File: src/rtl/gray_a_bcd_pkg.sv
// rtl/gray_a_bcd_pkg.sv - shared types, sizes and Gray decode for the gray_a_bcd front end
package gray_a_bcd_pkg;

  typedef enum logic [2:0] {
    IDLE,
    CARGA,
    AJUSTE,
    DESPLAZA,
    FIN
  } estado_t;

  localparam int N_DIGITOS  = 4;
  localparam int ANCHO_BCD  = 4 * N_DIGITOS;
  localparam int MAX_N_BITS = 13;
  localparam int ANCHO_ITER = 4;

  // Zero-extended narrower words decode identically, so one width serves every N_BITS.
  function automatic logic [MAX_N_BITS-1:0] gray_a_bin(input logic [MAX_N_BITS-1:0] g);
    logic [MAX_N_BITS-1:0] b;
    b[MAX_N_BITS-1] = g[MAX_N_BITS-1];
    for (int i = MAX_N_BITS - 2; i >= 0; i--) begin
      b[i] = b[i+1] ^ g[i];
    end
    return b;
  endfunction

endpackage

File: src/rtl/gray_a_bcd_if.sv
// rtl/gray_a_bcd_if.sv - Gray input and BCD/status output bundle of gray_a_bcd
interface gray_a_bcd_if #(
  parameter int N_BITS = 4
);
  logic [N_BITS-1:0] gray_in;
  logic [N_BITS-1:0] bin_out;
  logic [3:0]        bcd_unidad;
  logic [3:0]        bcd_decena;
  logic [3:0]        bcd_centena;
  logic [3:0]        bcd_milesima;
  logic              listo;
  logic              ocupado;

  modport master (
    output gray_in,
    input  bin_out, bcd_unidad, bcd_decena, bcd_centena, bcd_milesima, listo, ocupado
  );

  modport slave (
    input  gray_in,
    output bin_out, bcd_unidad, bcd_decena, bcd_centena, bcd_milesima, listo, ocupado
  );
endinterface

File: src/rtl/gray_a_bcd_sincronizador_2ff.sv
// rtl/gray_a_bcd_sincronizador_2ff.sv - two-flop synchroniser for any asynchronous input word
module sincronizador_2ff #(
  parameter int ANCHO = 1
) (
  input  logic             reloj,
  input  logic             reset,
  input  logic [ANCHO-1:0] i_d,
  output logic [ANCHO-1:0] o_q
);
  logic [ANCHO-1:0] r_meta;
  logic [ANCHO-1:0] r_sync;

  always_ff @(posedge reloj or posedge reset) begin
    if (reset) begin
      r_meta <= '0;
      r_sync <= '0;
    end else begin
      r_meta <= i_d;
      r_sync <= r_meta;
    end
  end

  assign o_q = r_sync;
endmodule

File: src/rtl/gray_a_bcd.sv
// rtl/gray_a_bcd.sv - Gray capture, Gray->binary and sequential double-dabble to four BCD digits
// Optional input debounce filter: GRAY_A_BCD_FILTRO_REBOTE_EN.
module gray_a_bcd
  import gray_a_bcd_pkg::*;
#(
  parameter int N_BITS          = 4,
  parameter int DEBOUNCE_CICLOS = 16
) (
  input  logic          reloj,
  input  logic          reset,
  gray_a_bcd_if.slave   bus
);

  if (N_BITS < 1 || N_BITS > MAX_N_BITS || DEBOUNCE_CICLOS < 1) begin : g_param_invalido
    $error("gray_a_bcd: parameters out of range");
  end

  logic [N_BITS-1:0]           w_g_sync;
  logic [MAX_N_BITS-1:0]       w_g_ext;
  logic [MAX_N_BITS-1:0]       w_bin_ext;
  logic [N_BITS-1:0]           w_bin;
  logic                        w_estable;
  logic                        w_inicio;
  estado_t                     r_estado;
  estado_t                     w_estado_sig;
  logic [N_BITS-1:0]           r_ultimo;
  logic [N_BITS-1:0]           r_bin_cap;
  logic [N_BITS-1:0]           r_shift;
  logic [ANCHO_BCD-1:0]        r_scratch;
  logic [ANCHO_BCD-1:0]        w_ajustado;
  logic [ANCHO_BCD+N_BITS-1:0] w_desplazado;
  logic [ANCHO_ITER-1:0]       r_iter;
  logic [N_BITS-1:0]           r_bin_out;
  logic [ANCHO_BCD-1:0]        r_bcd;

  sincronizador_2ff #(.ANCHO(N_BITS)) u_sinc (
    .reloj (reloj),
    .reset (reset),
    .i_d   (bus.gray_in),
    .o_q   (w_g_sync)
  );

`ifdef GRAY_A_BCD_FILTRO_REBOTE_EN
  localparam int ANCHO_CNT = $clog2(DEBOUNCE_CICLOS + 1);
  logic [N_BITS-1:0]    r_g_prev;
  logic [ANCHO_CNT-1:0] r_cnt_reb;

  always_ff @(posedge reloj or posedge reset) begin
    if (reset) begin
      r_g_prev  <= '0;
      r_cnt_reb <= '0;
    end else begin
      r_g_prev <= w_g_sync;
      if (w_g_sync != r_g_prev) begin
        r_cnt_reb <= '0;
      end else if (r_cnt_reb != ANCHO_CNT'(DEBOUNCE_CICLOS)) begin
        r_cnt_reb <= r_cnt_reb + 1'b1;
      end
    end
  end

  assign w_estable = (r_cnt_reb >= ANCHO_CNT'(DEBOUNCE_CICLOS));
`else
  assign w_estable = 1'b1;
`endif

  always_comb begin
    w_g_ext             = '0;
    w_g_ext[N_BITS-1:0] = w_g_sync;
  end

  assign w_bin_ext = gray_a_bin(w_g_ext);
  assign w_bin     = w_bin_ext[N_BITS-1:0];
  assign w_inicio  = (r_estado == IDLE) && w_estable && (w_g_sync != r_ultimo);

  always_comb begin
    w_ajustado = r_scratch;
    for (int k = 0; k < N_DIGITOS; k++) begin
      if (r_scratch[4*k +: 4] >= 4'd5) begin
        w_ajustado[4*k +: 4] = r_scratch[4*k +: 4] + 4'd3;
      end
    end
  end

  assign w_desplazado = {r_scratch, r_shift} << 1;

  always_ff @(posedge reloj or posedge reset) begin
    if (reset) begin
      r_estado <= IDLE;
    end else begin
      r_estado <= w_estado_sig;
    end
  end

  always_comb begin
    w_estado_sig = r_estado;
    case (r_estado)
      IDLE:     if (w_inicio) w_estado_sig = CARGA;
      CARGA:    w_estado_sig = AJUSTE;
      AJUSTE:   w_estado_sig = DESPLAZA;
      DESPLAZA: w_estado_sig = (r_iter == ANCHO_ITER'(1)) ? FIN : AJUSTE;
      FIN:      w_estado_sig = IDLE;
      default:  w_estado_sig = IDLE;
    endcase
  end

  // The word is captured on the start decision so a change arriving in the same cycle cannot slip in.
  // Results load on the last shift so they are already valid while listo is high in FIN.
  always_ff @(posedge reloj or posedge reset) begin
    if (reset) begin
      r_ultimo  <= '0;
      r_bin_cap <= '0;
      r_shift   <= '0;
      r_scratch <= '0;
      r_iter    <= '0;
      r_bin_out <= '0;
      r_bcd     <= '0;
    end else begin
      case (r_estado)
        IDLE: begin
          if (w_inicio) begin
            r_ultimo  <= w_g_sync;
            r_bin_cap <= w_bin;
          end
        end
        CARGA: begin
          r_shift   <= r_bin_cap;
          r_scratch <= '0;
          r_iter    <= ANCHO_ITER'(N_BITS);
        end
        AJUSTE: begin
          r_scratch <= w_ajustado;
        end
        DESPLAZA: begin
          r_scratch <= w_desplazado[ANCHO_BCD+N_BITS-1:N_BITS];
          r_shift   <= w_desplazado[N_BITS-1:0];
          r_iter    <= r_iter - 1'b1;
          if (r_iter == ANCHO_ITER'(1)) begin
            r_bcd     <= w_desplazado[ANCHO_BCD+N_BITS-1:N_BITS];
            r_bin_out <= r_bin_cap;
          end
        end
        default: begin
        end
      endcase
    end
  end

  assign bus.bin_out      = r_bin_out;
  assign bus.bcd_unidad   = r_bcd[3:0];
  assign bus.bcd_decena   = r_bcd[7:4];
  assign bus.bcd_centena  = r_bcd[11:8];
  assign bus.bcd_milesima = r_bcd[15:12];
  assign bus.listo        = (r_estado == FIN);
  assign bus.ocupado      = (r_estado != IDLE);

endmodule

File: src/flat_wrapper.sv
// flat-port wrapper written by rule: the top's interface ports become plain ports
module gray_a_bcd_flat import gray_a_bcd_pkg::*;
#(
  parameter int N_BITS          = 4,
  parameter int DEBOUNCE_CICLOS = 16
)
  (reloj, reset, bus_gray_in, bus_bin_out, bus_bcd_unidad, bus_bcd_decena, bus_bcd_centena, bus_bcd_milesima, bus_listo, bus_ocupado);
  gray_a_bcd_if #(.N_BITS(N_BITS)) bus_i ();
  input  logic reloj;
  input  logic reset;
  input wire logic [$bits(bus_i.gray_in)-1:0] bus_gray_in;
  output wire logic [$bits(bus_i.bin_out)-1:0] bus_bin_out;
  output wire logic [$bits(bus_i.bcd_unidad)-1:0] bus_bcd_unidad;
  output wire logic [$bits(bus_i.bcd_decena)-1:0] bus_bcd_decena;
  output wire logic [$bits(bus_i.bcd_centena)-1:0] bus_bcd_centena;
  output wire logic [$bits(bus_i.bcd_milesima)-1:0] bus_bcd_milesima;
  output wire logic [$bits(bus_i.listo)-1:0] bus_listo;
  output wire logic [$bits(bus_i.ocupado)-1:0] bus_ocupado;
  assign bus_i.gray_in = bus_gray_in;
  assign bus_bin_out = bus_i.bin_out;
  assign bus_bcd_unidad = bus_i.bcd_unidad;
  assign bus_bcd_decena = bus_i.bcd_decena;
  assign bus_bcd_centena = bus_i.bcd_centena;
  assign bus_bcd_milesima = bus_i.bcd_milesima;
  assign bus_listo = bus_i.listo;
  assign bus_ocupado = bus_i.ocupado;
  gray_a_bcd #(.N_BITS(N_BITS), .DEBOUNCE_CICLOS(DEBOUNCE_CICLOS)) u_core (.reloj(reloj), .reset(reset), .bus(bus_i));
endmodule
File: config.mk
export PLATFORM = sky130hd
export DESIGN_NAME = gray_a_bcd_flat
export DESIGN_NICKNAME = d
export VERILOG_FILES = /design/src/rtl/gray_a_bcd_pkg.sv /design/src/rtl/gray_a_bcd_if.sv /design/src/rtl/gray_a_bcd_sincronizador_2ff.sv /design/src/rtl/gray_a_bcd.sv /design/src/flat_wrapper.sv
export SDC_FILE = /design/constraint.sdc
export NUM_CORES = 1
export LEC_CHECK = 0
export BUFFER_PORTS_ARGS = -buffer_cell sky130_fd_sc_hd__buf_2
export CAP_MARGIN = 40
export CORE_MARGIN = 5
export CORE_UTILIZATION = 50
export CTS_CLUSTER_SIZE = 16
export DETAILED_ROUTE_END_ITERATION = 7
export PLACE_DENSITY = 0.69
export SKIP_CTS_REPAIR_TIMING = 1
export SYNTH_ARGS = -nofsm -noshare
export SYNTH_HDL_FRONTEND = slang
export SYNTH_SLANG_ARGS = --single-unit
File: constraint.sdc
create_clock -name reloj -period 3.65 [get_ports reloj]
set_input_delay 0.365 -clock reloj [delete_from_list [all_inputs] [get_ports reloj]]
set_output_delay 0.365 -clock reloj [all_outputs]
set_load 0.05 [all_outputs]
==> impl_metrics.ini <==
[outcome]
status = complete, no violations

[grt]
antenna_found_initial = 0
grt_first_pass_wirelength_mm = 9.07
grt_usage = 0.155
grt_pass1_vias = 1968
overflow = 0
grt_max_degree = 37

[place]
hpwl_mm = 3.48
gp_congestion = 0.786
port_buffers = 27

[critical_path]
crit_path_start_kind = register
crit_required_ns = 3.87
cp-end-kind = register
path_max_fanout = 11
critical_path.slowest_cell = dfrtp_1
crit_type = register to register
reg2reg_setup_slack_ns = 1.62
path_cells = nor2_1 > or2_0 > a31oi_2 > mux2_2
cp_slowest_stage_delay_ns = 0.58
critPathTopFamily = simple AND/OR/NAND/NOR gates
worstPathArrival_ns = 2.25
crit_buf_inv = 0

[die]
die_w_um = 87.1
rows = 28
dieHeight_um = 87.1
die-area_um2 = 7590
core-area_um2 = 5850
io_pins = 28
initial_core_util = 0.508

[synthesis]
netlist_instances = 236
synth_top_family_by_area = multiplexers
syn-num-nets = 252
synthSimpleGateAreaFrac = 0.0581
synth_seq_area_share = 0.522
netlist_area_um2 = 2970
synthAdderAreaFrac = 0.0421
avgSynthCellArea_um2 = 12.6
yosys.area_share.xor_xnor = 0.0206
yosysWarnings = 0
synth_compound_area_frac = 0.135
synth_mux_area_frac = 0.165
synth.distinct_cells = 38
synth_seq_cells = 62

[layout]
layout-drive-gt1-share = 0.304
nNetsFinal = 281
antenna_cells = 0
layout_commonest_cell = dfrtp_1
fill_cells = 485
final_cell_mix = dfrtp_1 (62), buf_2 (27), inv_1 (21)
syn_to_final_growth_pct = 12.5

[timing]
final_hold_viol_count = 0
worstMarginPinSlew_ns = 0.783
finalSetupTns_ns = 0
whs_ns = 0.134
rsz0062_at_grt = no
max_freq_ghz = 0.492
finalMaxSlewViolations = 0
max_slew_margin = 0.478
finalSetupViolCount = 0
clock_skew_ns = 0.00928
period_needed_ns = 2.03
period_share = 0.557

[drt]
finalWirelength_mm = 5.17
num_vias = 1860
antenna_left = 0
dr.pass1.iters = 4
route.detailed.drc = 0
wl_per_cell_um = 15.0
via_per_inst = 5.39
drt_iter0_markers = 115

[clock_network]
cts_sinks = 62
clk_latency_ns = 0.33
clock-root-buffer = clkbuf_8
clk_pin_slew_ns = 0.07
cts_buffers = 9
cts_tree = done
clk_path_buf_depth = 2
htreeDepth = 3

[pwr]
p_per_area_nw_per_um2 = 1020
ir_drop_mv = 0.449
total_leakage_power_nw = 1.64
fin_total_pwr_mw = 3.41

[job]
drv_cap = 0

[hold_path]
hp-class = input port to register
[per-stage QoR]
step	cells	cell area [um^2]	util	setup slack, ns
4_1_cts	345	3350	0.572	1.63
2_1_floorplan	236	2970	-	1.74
6_report	345	3350	0.572	1.62
3_5_place_dp	329	3130	0.535	1.66
3_3_place_gp	329	3130	0.535	1.69
5_1_grt	345	3350	0.572	1.50
[worst paths after layout]
kind,end,start,cells past startpoint
setup / recovery,u_core.r_scratch[9],u_core.r_estado[1],4
hold / removal,u_core.u_sinc.r_meta[1],bus_gray_in[1],1
setup reg to reg,u_core.r_scratch[9],u_core.r_estado[1],4
hold reg to reg,u_core.u_sinc.o_q[0],u_core.u_sinc.r_meta[0],0
max in group asynchronous,u_core.r_iter[0],reset,3
min in group asynchronous,u_core.bus.bin_out[3],reset,2
[cells in the mapped netlist, drive strengths merged]
master | instances | area, um^2
or2 | 2 | 15.0
and2 | 2 | 12.5
clkbuf | 3 | 11.3
o32ai | 4 | 35.0
nand4 | 1 | 6.26
o2bb2ai | 4 | 35.0
xor2 | 3 | 26.3
nor2b | 1 | 6.26
nand3 | 1 | 5.00
o22ai | 5 | 31.3
nor3 | 4 | 30.0
a22o | 4 | 35.0
a22oi | 4 | 30.0
o31ai | 4 | 30.0
nand2b | 1 | 6.26
nand2 | 12 | 45.0
a21oi | 5 | 25.0
nor2 | 4 | 15.0
o21ai | 19 | 95.1
or3 | 1 | 6.26
ha | 10 | 125
buf | 8 | 76.3
and3b | 1 | 8.76
a31oi | 4 | 76.3
inv | 22 | 82.6
mux2 | 31 | 420
and2b | 1 | 7.51
xnor2 | 4 | 35.0
a32o | 1 | 10.0
nand4b | 1 | 8.76
mux2i | 7 | 70.1
dfrtp | 62 | 1550
[flip-flops by register name, summed over array words and instances (netlist names)]
register / cells
u_core.bus.bin_out: 4
u_core.r_estado: 3
u_core.r_scratch: 16
u_core.u_sinc.r_meta: 4
u_core.r_bcd: 16
u_core.r_bin_cap: 4
u_core.r_shift: 4
u_core.r_iter: 4
u_core.r_ultimo: 3
u_core.u_sinc.o_q: 4
[area by class of cell]
type	count	area [um^2]	area share
clock buffer	12	145	0.0434
multi-input combinational	141	1250	0.374
clock inverter	4	70.1	0.0209
inverter	22	82.6	0.0247
tap	75	93.8	0.0280
sequential	62	1550	0.464
timing repair buffer	29	150	0.0449
[where the power goes]
group	leakage, nW	internal [mW]	switching [mW]
clock	0.110	0.401	0.252
combinational	0.750	0.655	0.936
sequential	0.776	0.949	0.212
total	1.64	2.01	1.40
[logic make-up after synthesis]
logic type,Yosys count
AND/OR/NAND/NOR,32
flip-flops,62
buffers and inverters,33
AO/OA/AOI/OAI,54
adder cells (fa/ha/maj),10
XOR/XNOR,7
multiplexers,38
[metal layers]
| metal | wire length, um | track usage | vias up |
|---|---|---|---|
| li1 | - | - | 892 |
| met1 | 2320 | 0.190 | 916 |
| met2 | 2520 | 0.255 | 46 |
| met3 | 293 | 0.0577 | 6 |
| met4 | 36 | 0.0502 | 0 |
| met5 | 0 | 0 | - |
Power figures use the tool's default switching activity.
